File: src/rtl/watchdog_counter.sv
// Free-running cycle counter that stops when frozen and flags the edge on
// which it reaches its limit.
module watchdog_counter #(
  parameter int CNT_W          = 32,
  parameter int TIMEOUT_CYCLES = 5000
) (
  input  logic             clk,
  input  logic             rst,
  input  logic             i_en,
  input  logic             i_freeze,
  output logic [CNT_W-1:0] o_count,
  output logic             o_expire
);

  localparam logic [CNT_W-1:0] LIMIT = CNT_W'(TIMEOUT_CYCLES - 1);

  logic [CNT_W-1:0] r_count;
  logic             w_step;

  assign w_step = i_en && !i_freeze;

  always_ff @(posedge clk or negedge rst) begin
    if (!rst) begin
      r_count <= '0;
    end else if (w_step) begin
      r_count <= r_count + CNT_W'(1);
    end
  end

  // Expiry marks the counting edge that takes the count up to the limit.
  assign o_expire = w_step && (r_count == LIMIT);
  assign o_count  = r_count;

endmodule

File: config.mk
export PLATFORM = sky130hd
export DESIGN_NAME = watchdog_counter
export DESIGN_NICKNAME = d
export VERILOG_FILES = /design/src/rtl/watchdog_counter.sv
export SDC_FILE = /design/constraint.sdc
export NUM_CORES = 1
export LEC_CHECK = 0
export ABC_AREA = 1
export BUFFER_PORTS_ARGS = -buffer_cell sky130_fd_sc_hd__buf_2
export CORE_MARGIN = 2
export CORE_UTILIZATION = 55
export CTS_BUF_LIST = sky130_fd_sc_hd__clkbuf_16
export DETAILED_ROUTE_END_ITERATION = 8
export PLACE_DENSITY_LB_ADDON = 0.3
export SLEW_MARGIN = 40
export SYNTH_ARGS = -nofsm -noshare
export SYNTH_HDL_FRONTEND = slang
export SYNTH_SLANG_ARGS = --single-unit
File: constraint.sdc
create_clock -name clk -period 1.55 [get_ports clk]
set_input_delay 0.0775 -clock clk [delete_from_list [all_inputs] [get_ports clk]]
set_output_delay 0.0775 -clock clk [all_outputs]
set_load 0.01 [all_outputs]
# Yosys cells after proc, flatten, opt, wreduce, memory -nomap -nowiden
# Cells that the tools add are included.
[word_totals] regBits=32 inputBits=4 elab_cells=6
[classes] add_sub_neg=1 eq_ne=1 n_reduce_logical=3
[ops] operator="$add 32x1->32 const B" n=1
[ops] operator="$eq 32x13->1 const B" n=1
[ops] operator="$logic_and 1x1->1" n=2
[ops] operator="$logic_not 1->1" n=1

# Logic depth before layout (Yosys ltp)
# Gate-level depths: netlist (run 1).
[logic_depth] ltp_word=3 depth_mapped=9

# Worst setup path after synthesis (run 1)
# Ideal clock, no wire load.
[synth_path] kind="register to register" from="register r_count[0] (netlist: o_count[0])" to="register r_count[26] (netlist: o_count[26])" arrival_ns=1.245 required_ns=1.433 slack_ns=0.188 stages_incl_launch_ff=9 path_buffers=0 synth_period_minus_slack_ns=1.362 cell_sequence="dfrtp_1 ha_1 inv_1 nor3_4 nand3_2 inv_1 nand2_1 nand2_1 nand2_1"
[synth_via] elab_chain_cells=1
[synth_lines] item="from (decl)" line="17" source="logic [CNT_W-1:0] r_count;"
[synth_lines] item="from (signal assigned)" line="26" source="r_count <= r_count + CNT_W'(1);"
[synth_lines] item="$add 32x1->32" line="26"
# No other way between the ends.
# A chain may end at the register's enable or synchronous reset.

# Worst setup path in the final report (run 1)
[layout_path] from="register r_count[22] (netlist: o_count[22])" to="register r_count[25] (netlist: o_count[25])"
# The elaborated chain is that of the path after synthesis.

==> out/metrics.cfg, run 1 <==
[clocking]
cts_root_buf=clkbuf_16
path_clk_slew_ps=50
cts_tree=built
clock_path_buffers=2
htreeDepth=2
cts_made_buffers=5
cts.sinks=32
clock_latency_ps=280

[placed_design]
dp_hpwl_um=3730
portBuffers=36
pre_cts_ws_ps=8.86
gp_congestion=0.997

[timing]
relSlewSlack_pct=71.8
period_share_pct=96.2
period_needed_ps=1490
layout_setup_ws_ps=58.5
grt_setup_unrepaired=yes
fmax_mhz=670
fin_skew_ps=2.79
hold_slack_ps=252
hold_viol=0
setup_viol=0
tightest_slew_ps=423
drv_slew=0

[critical_path]
cp-startpoint=o_count[22]$_DFFE_PN0P_
cp.required_ps=1720
cp.arrival_ps=1660
end_kind=flop
crit_type=reg2reg
crit_end=o_count[25]$_DFFE_PN0P_
cp_max_fo=5
reg2reg_to=o_count[25]$_DFFE_PN0P_
r2r_cells=9
start_kind=flop
rrSetupSlack_ps=60
r2r-start=o_count[22]$_DFFE_PN0P_

[floorplan]
die_area_um2=3940
initial_core_util_pct=57.0
dieWidth_um=62.8
ios=37
rows=21
die_h_um=62.8
core_um2=3340

[route]
drc=0
vias=1954
wl_per_cell_um=15.0
via_per_inst=5.43
first_iter_violations=221
routed_wl_um=5400
ant_nets=0
dr.pass1.iters=7

[cells_and_area]
syn2layout_area_growth_pct=30.1
fin_nets=318
layout_commonest_cell=nand2_1
final_cell_mix=66 x nand2_1, 35 x inv_1, 35 x buf_2, 30 x nor2_1, 20 x dfrtp_1
largest_reg_flops=32
diodes=0
layout-drive-gt1-share_pct=33.1

[logic_synthesis]
avgSynthCellArea_um2=7.58
synthDistinctLibCells=19
synth_area_um2=1900
syn-num-nets=256
synth_cells=251
yosysSeqAreaShare_pct=42.1
yosysTopAreaCell=dfrtp_1
synth_top_area_share_pct=42.1
yosys_warnings=0
ys_seq_elements=32
ys_top_cells_by_area=dfrtp_1 42%, nand2_1 13%, inv_1 7.9%, xor2_1 6.4%, nor2_1 6.1%

[run]
drv_cap=0

[outcome]
status=completed

[global_route]
grt_pass1_wl_um=8690
antenna_found_initial=0
grt_pass1_vias=1803
grt_use_met3_pct=5.05
use_met2_pct=45.4
grt_start_max_net_pins=33
overflow=0
busiest_layer=met2
grtUsageTotal_pct=28.1
globalRouteMet1Util_pct=36.8

[power]
ir_drop_mv=0.692
p_clk_share_pct=38.0
p_total_mw=2.41
netSwitchingPower_mw=0.719
p_leak_nw=1.27
p_comb_share_pct=18.4
seqPwrFrac_pct=43.6
swShare_pct=29.8
p_int_mw=1.69
power_density_nw_per_um2=974

[min_path]
min_path_type=in2reg
hold_start=i_en

==> power by group through the flow <==
stage	Combinational [mW]	Sequential, mW	Clock (mW)
floorplan	0.202	1.08	0
global placement	0.380	1.05	0
detailed placement	0.379	1.06	0
CTS	0.387	1.05	0.918
global route	0.490	1.06	0.964
finish	0.445	1.05	0.917
==> worst min path at each step <==
stage / endpoint / slack, ps / cells after the start
after global placement: o_count[18]$_DFFE_PN0P_ / 170 / 1
after floorplan: o_count[0]$_DFFE_PN0P_ / -220 / 0
after CTS: o_count[1]$_DFFE_PN0P_ / 250 / 4
final: o_count[1]$_DFFE_PN0P_ / 250 / 4
after detailed placement: o_count[9]$_DFFE_PN0P_ / 180 / 1
after global routing: o_count[0]$_DFFE_PN0P_ / 310 / 3
==> critical path, cell delays in order, from the launching register on <==
cell     delay (ps)
dfrtp_1         430
buf_4           140
nand2_1          70
nor2_1          220
buf_4           150
nand4_1          70
nor2_1          140
nand2_1          70
nand2_1          60
nand2_1          40
==> metal layers <==
metal / vias up / share of wire (%)
li1: 918 / -
met1: 893 / 39
met2: 125 / 50
met3: 18 / 8.4
met4: 0 / 2.4
met5: - / 0
==> cell type report <==
cell class / instances / area (µm²)
fillers: 266 / 862
repair buffers: 55 / 328
inverters: 41 / 154
flip-flops and latches: 32 / 816
clock buffers: 5 / 125
clock inverters: 3 / 11.3
multi-input cells: 178 / 983
well taps: 46 / 57.6
==> kinds of logic (layout without fill, tap and decap cells) <==
logic type	Yosys count	count (layout)	share of synthesized area (%)
flops	32	32	42.1
buf+inv	41	104	8.09
xor+xnor	20	20	9.21
compound gates	2	2	0.526
fa+ha+maj	1	1	0.658
simple gates	155	155	39.4
==> per-stage QoR <==
step	TNS (ps)	cells	cell area, µm²	utilization, %
after floorplan	0	251	1900	-
after global placement	0	336	2160	64.8
after detailed placement	0	336	2160	64.8
after CTS	0	345	2320	69.4
after global routing	-288	360	2470	74.2
final	0	360	2470	74.2
==> synthesized netlist by cell type, drive strengths merged <==
library cell  number
nand2             74
inv               41
nor2              40
dfrtp             32
nand4             17
nand3             16
xor2              14
xnor2              6
nor3               5
nor4               3
o21ai              2
ha                 1
==> timing repair <==
item	4_1_cts	5_1_grt
gates resized for setup	2	24
hold buffers	1	0
setup endpoints to repair	2	9
buffers inserted	0	17
endpoints found under the hold margin	32	0
pin swaps	1	7
Power figures use the tool's default switching activity.
==> run 2: changes to the inputs <==
--- a/config.mk
+++ b/config.mk
@@ -7,11 +7,13 @@
 export LEC_CHECK = 0
 export ABC_AREA = 1
 export BUFFER_PORTS_ARGS = -buffer_cell sky130_fd_sc_hd__buf_2
+export CORE_ASPECT_RATIO = 1.2
 export CORE_MARGIN = 2
 export CORE_UTILIZATION = 55
 export CTS_BUF_LIST = sky130_fd_sc_hd__clkbuf_16
 export DETAILED_ROUTE_END_ITERATION = 8
 export PLACE_DENSITY_LB_ADDON = 0.3
+export REMOVE_ABC_BUFFERS = 1
 export SLEW_MARGIN = 40
 export SYNTH_ARGS = -nofsm -noshare
 export SYNTH_HDL_FRONTEND = slang
==> run 2 against run 1 <==
Global-route usage fell by 0.89 points. First-iteration DRC count decreased by 62%. Worst setup slack worse by 23 ps. Combinational power is 2% higher. Final cell count is 3.9% lower. Via count down 4.1%. Wire length fell by 6.8%. Sequential cell count unchanged. Clock power decreased by 2%. Critical path depth fell by 4. Non-clock buffer count down 5.
==> out/metrics.cfg, run 2 (synthesis gave the netlist of run 1 again) <==
[global_route]
antenna_found_initial=0  ; unchanged
grt_start_max_net_pins=33  ; unchanged
overflow=0  ; unchanged
grtUsageTotal_pct=27.3  ; -0.89 points
grt_pass1_vias=1772  ; -1.7%
grt_pass1_wl_um=7930  ; -8.7%

[cells_and_area]
multi_input_area_um2=978  ; -0.51%
layout_commonest_cell=nand2_1
largest_reg_flops=32  ; unchanged
syn2layout_area_growth_pct=27.0
final_cell_count_no_fill=346  ; -3.9%
design_area_um2=2420  ; -2.4%
layout-drive-gt1-share_pct=30.4  ; -2.7 points
seq_area_um2=811  ; -0.61%
fin_nets=313  ; -1.6%
postLayoutCoreUtil_pct=72.4  ; -1.8 points
diodes=0  ; unchanged
final_cell_mix=67 x nand2_1, 36 x buf_2, 35 x inv_1, 29 x nor2_1, 24 x dfrtp_1
fillers=274  ; +3.0%

[timing]
drv_slew=0  ; unchanged
relSlewSlack_pct=53.4  ; -18 points
period_share_pct=97.7  ; +1.5 points
tightest_slew_ps=699  ; +276 ps
period_needed_ps=1510  ; +23.0 ps
grt_setup_unrepaired=yes
hold_slack_ps=262  ; +10.7 ps
setup_viol=0  ; unchanged
fin_skew_ps=1.47  ; -1.32 ps
hold_viol=0  ; unchanged
fmax_mhz=660  ; -1.5%

[critical_path]
crit_type=reg2out
cp.required_ps=1470  ; -250 ps
end_kind=primary output
cp_max_fo=4  ; -1
rrSetupSlack_ps=90  ; +30 ps
cp.arrival_ps=1440  ; -220 ps
start_kind=flop

[power]
power_density_nw_per_um2=995  ; +2.1%
p_leak_nw=1.24  ; -2.1%
ir_drop_mv=1.04  ; +51%

[clocking]
cts.sinks=32  ; unchanged
cts_made_buffers=5  ; unchanged
cts_root_buf=clkbuf_16
cts_tree=built
clock_latency_ps=270  ; about the same
clock_path_buffers=2  ; unchanged
htreeDepth=2  ; unchanged
path_clk_slew_ps=50  ; about the same

[floorplan]
die_area_um2=3950  ; about the same
ios=37  ; unchanged
dieWidth_um=57.7  ; -8.2%
die_h_um=68.4  ; +8.9%
rows=23  ; +9.5%
initial_core_util_pct=57.0  ; about the same
core_um2=3340  ; about the same

[placed_design]
placedCellCount=328  ; -2.4%
post_dp_cell_area_um2=2160  ; -0.17%
portBuffers=36  ; unchanged
gp_congestion=0.908  ; -9.0%
dp_hpwl_um=3670  ; -1.4%

[run]
drv_cap=0  ; unchanged

[route]
routed_wl_um=5030  ; -6.8%
wl_per_cell_um=14.5  ; -3.0%
vias=1874  ; -4.1%
dr.pass1.iters=4  ; -3
first_iter_violations=84  ; -62%
drc=0  ; unchanged
ant_nets=0  ; unchanged
via_per_inst=5.42  ; -0.21%

[min_path]
min_path_type=in2reg

[outcome]
status=completed

==> run 2: stage by stage <==
step	setup TNS, ps	setup WS (ps)	power [mW]
6_report	0	35.5	2.40
5_1_grt	-87.1	-50.3	2.53
4_1_cts	0	3.00	2.37
3_5_place_dp	0	96.9	1.44
3_3_place_gp	0	127	1.42
2_1_floorplan	0	188	1.28
==> run 2: worst paths after layout <==
kind	from	end	cells after the start
worst max-delay path	o_count[8]$_DFFE_PN0P_	o_expire	5
worst min-delay path	i_en	o_count[0]$_DFFE_PN0P_	3
worst max register to register	o_count[14]$_DFFE_PN0P_	o_count[24]$_DFFE_PN0P_	8
worst min register to register	o_count[15]$_DFFE_PN0P_	o_count[15]$_DFFE_PN0P_	1
max in group asynchronous	rst	o_count[2]$_DFFE_PN0P_	2
min in group asynchronous	rst	o_count[25]$_DFFE_PN0P_	2
==> run 2: cell type report <==
type | instances | area share (%)
multi-input combinational | 178 | 40.5
sequential | 32 | 33.6
timing repair buffer | 50 | 11.9
inverter | 41 | 6.47
clock buffer | 5 | 5.18
tap | 37 | 1.92
clock inverter | 3 | 0.466
==> run 2: where the power goes <==
group | total, mW | switching [mW] | leakage [nW] | internal [mW]
clock network | 0.901 | 0.325 | 0.0738 | 0.576
registers | 1.05 | 0.125 | 0.389 | 0.923
logic | 0.455 | 0.254 | 0.780 | 0.201
==> run 2: layer usage <==
metal / wire (µm) / part of all wire, % / global-route usage, % / vias up
met4: 286 / 5.7 / 16.0 / 0
li1: - / - / - / 903
met2: 2460 / 49 / 46.0 / 96
met5: 0 / 0 / 0 / -
met3: 316 / 6.3 / 5.29 / 25
met1: 1980 / 39 / 32.3 / 850
==> run 2: worst max-delay path, stage by stage (launching register included) <==
cell	delay, ps
dfrtp_1	420
nand2_1	130
nor4_1	240
nand3_1	110
nor2_1	120
buf_2	140
==> run 2: repair_timing <==
| action | 4_1_cts | 5_1_grt |
|---|---|---|
| setup buffers | 2 | 9 |
| hold buffers | 1 | 0 |
| setup endpoints to repair | 1 | 2 |
| pin swaps | 2 | 4 |
| endpoints found under the hold margin | 32 | 0 |
| resized for setup | 2 | 20 |
==> run 3: changes to the inputs <==
--- a/config.mk
+++ b/config.mk
@@ -5,11 +5,10 @@
 export SDC_FILE = /design/constraint.sdc
 export NUM_CORES = 1
 export LEC_CHECK = 0
-export ABC_AREA = 1
 export BUFFER_PORTS_ARGS = -buffer_cell sky130_fd_sc_hd__buf_2
 export CORE_ASPECT_RATIO = 1.2
 export CORE_MARGIN = 2
-export CORE_UTILIZATION = 55
+export CORE_UTILIZATION = 53
 export CTS_BUF_LIST = sky130_fd_sc_hd__clkbuf_16
 export DETAILED_ROUTE_END_ITERATION = 8
 export PLACE_DENSITY_LB_ADDON = 0.3
==> run 3 against run 2 <==
Sequential power down 5%. The flow now finishes with violations (setup timing). Worst setup slack worse by 190 ps. Clock-buffer cell count unchanged. Largest power group unchanged. Worst hold slack better by 89 ps. Fmax down 11%. Die area down 11%. Clock skew up 3.4 ps.
==> out/metrics.cfg, run 3 <==
[timing]
setup_tns_ps=-201  ; -201 ps
period_share_pct=110  ; +12 points
hold_slack_ps=352  ; +89.4 ps
fmax_mhz=588  ; -11%
fin_skew_ps=4.88  ; +3.42 ps
relSlewSlack_pct=52.2  ; -1.2 points
layout_setup_ws_ps=-152  ; -188 ps
period_needed_ps=1700  ; +188 ps
hold_viol=0  ; unchanged
tightest_slew_ps=717  ; +17.3 ps
grt_setup_unrepaired=yes
drv_slew=0  ; unchanged
setup_viol=3  ; +3

[critical_path]
cpMaxStageDelayCell=dfrtp_1
reg2reg_to=o_count[31]$_DFFE_PN0P_
max_stage_delay_ps=400  ; -20 ps
crit_type=reg2out
start_kind=flop
cp_max_fo=3  ; -1
r2r_cells=5  ; -3
cp.required_ps=1470  ; about the same
worstPathBufferInverterCount=2  ; +1
cp.arrival_ps=1620  ; +180 ps
r2r-start=o_count[5]$_DFFE_PN0P_
crit_chain=buf_6 -> nor4b_4 -> nand3_1 -> nor4_2 -> buf_2
critPathTopFamily=simple AND/OR/NAND/NOR gates
rrSetupSlack_ps=-40  ; -130 ps
end_kind=primary output

[logic_synthesis]
avgSynthCellArea_um2=11.2  ; +47%
synth_top_family_by_area=simple AND/OR/NAND/NOR gates
synth_area_um2=1620  ; -15%
synth_fa_ha_area_share_pct=0.773  ; +0.11 points
synth_compound_gate_area_share_pct=0  ; -0.53 points
synthDistinctLibCells=30  ; +11
synth_commonest_cells=32 x dfrtp_1, 19 x xnor2_1, 14 x nand4_1, 12 x xor2_1, 11 x nand2_1
synth_mux_area_share_pct=0.696  ; +0.70 points
yosysMostFrequentCell=dfrtp_1
yosys.area_share.simple_pct=29.7  ; -9.7 points
ys_top_cells_by_area=dfrtp_1 49%, xnor2_1 10%, xor2_1 6.5%, nand4_1 5.4%, nand2_1 2.6%
ys_async_sr_fraction_pct=100  ; unchanged
yosysTopAreaCell=dfrtp_1
synthXorXnorAreaFrac_pct=16.8  ; +7.6 points
synth_cells=145  ; -42%
yosys_warnings=0  ; unchanged
ys.flop_type=dfrtp_1
synth_top_area_share_pct=49.5  ; +7.4 points
ys_seq_elements=32  ; unchanged
yosysSeqAreaShare_pct=49.5  ; +7.4 points
synth_edf_count=0  ; unchanged

[clocking]
cts_tree=built
clock_path_buffers=2  ; unchanged
path_clk_slew_ps=50  ; about the same
clock_latency_ps=280  ; about the same
cts_root_buf=clkbuf_16
cts.sinks=32  ; unchanged
cts_made_buffers=5  ; unchanged
htreeDepth=2  ; unchanged

[cells_and_area]
fillers=155  ; -43%
layout_commonest_cell=buf_2
syn2layout_area_growth_pct=45.2
multi_input_area_um2=927  ; -5.2%
fin_nets=219  ; -30%
seq_area_um2=805  ; -0.77%
final_cell_mix=36 x buf_2, 29 x dfrtp_1, 23 x buf_4, 19 x xnor2_1, 14 x nand4_1
diodes=0  ; unchanged
largest_reg_flops=32  ; unchanged
postLayoutCoreUtil_pct=82.1  ; +9.7 points
layout-drive-gt1-share_pct=47.4  ; +17 points
design_area_um2=2350  ; -2.7%
final_cell_count_no_fill=249  ; -28%

[floorplan]
initial_core_util_pct=56.5  ; -0.44 points
core_um2=2860  ; -14%
die_area_um2=3510  ; -11%
rows=21  ; -8.7%
dieWidth_um=54.5  ; -5.6%
die_h_um=64.5  ; -5.7%
ios=37  ; unchanged

[min_path]
worstHoldPathCells=4  ; +1
hold_start=i_freeze
min_path_type=in2reg
holdPathEnd=o_count[0]$_DFFE_PN0P_

[route]
dr.pass1.iters=7  ; +3
drc=0  ; unchanged
routed_wl_um=4550  ; -9.7%
first_iter_violations=47  ; -44%
vias=1477  ; -21%
ant_nets=0  ; unchanged
wl_per_cell_um=18.3  ; +25%
via_per_inst=5.93  ; +9.5%

[placed_design]
post_dp_cell_area_um2=1990  ; -7.9%
pre_cts_ws_ps=-86.9  ; -184 ps
placedCellCount=234  ; -29%
portBuffers=36  ; unchanged
gp_congestion=0.755  ; -17%
dp_hpwl_um=2730  ; -26%

[global_route]
grt_pass1_wl_um=6890  ; -13%
grt_pass1_vias=1402  ; -21%
grtUsageTotal_pct=28.0  ; +0.70 points
overflow=0  ; unchanged
grt_start_max_net_pins=33  ; unchanged
antenna_found_initial=0  ; unchanged

[run]
drv_cap=0  ; unchanged

[outcome]
status=complete, but fails checks
violations=setup timing

[power]
p_total_mw=2.41  ; +0.11%
ir_drop_mv=1.19  ; +15%
power_density_nw_per_um2=1020  ; +2.9%
p_leak_nw=1.21  ; -2.4%

## run 3: changes by cell type after synthesis, moves of 4 or more
cell and change:
inv_1 -38, nor2_1 -25, xnor2_1 +13, nand2_2 -6, nor2_2 -4, nor2_4 -5
nand2_1 -56, nand3_1 -6
## run 3: worst max path at each step
stage,from,end,cells past startpoint
4_1_cts,o_count[14]$_DFFE_PN0P_,o_expire,5
6_report,o_count[14]$_DFFE_PN0P_,o_expire,5
5_1_grt,o_count[14]$_DFFE_PN0P_,o_expire,5
3_3_place_gp,o_count[7]$_DFFE_PN0P_,o_count[31]$_DFFE_PN0P_,4
3_5_place_dp,o_count[8]$_DFFE_PN0P_,o_count[29]$_DFFE_PN0P_,4
2_1_floorplan,o_count[7]$_DFFE_PN0P_,o_count[31]$_DFFE_PN0P_,4
## run 3: logic make-up (layout without fill, tap and decap cells)
family                     after synthesis  in the layout
DFF                                     32             32
and+or+nand+nor                         73             74
muxes                                    1              1
buffers and inverters                    7             76
xor gates and xnor gates                31             31
adders and majority gates                1              1
## run 3: tightest hold or removal path: stages
cell     delay, ps
buf_2           90
nor2b_1        110
buf_4          180
xor2_1         140
## run 3: routing by layer
layer | wire (µm) | vias up | track usage, %
li1 | - | 663 | -
met1 | 1820 | 755 | 33.7
met2 | 2410 | 45 | 45.3
met3 | 195 | 14 | 6.91
met4 | 127 | 0 | 13.4
met5 | 0 | - | 0
## run 3: timing repair
| action | CTS | global route |
|---|---|---|
| resized for setup | 11 | 22 |
| setup buffers | 3 | 2 |
| gates cloned | 1 | 0 |
| hold buffers | 1 | 0 |
| hold endpoints to repair | 32 | 0 |
| endpoints found under the setup margin | 12 | 18 |
| pin swaps | 1 | 11 |
## run 3: cell type report
| class | count | area share (%) |
|---|---|---|
| inverters | 2 | 0.319 |
| repair buffers | 66 | 18.3 |
| clock buffers | 5 | 5.32 |
| multi-input cells | 107 | 39.4 |
| clock inverters | 3 | 0.585 |
| flip-flops and latches | 32 | 34.2 |
| well taps | 34 | 1.81 |
## run 3: report_power, final
part / total (mW) / leakage (nW) / switching, mW / internal, mW
Sequential: 0.993 / 0.433 / 0.0795 / 0.914
Clock: 0.934 / 0.0710 / 0.352 / 0.582
Combinational: 0.480 / 0.710 / 0.235 / 0.245
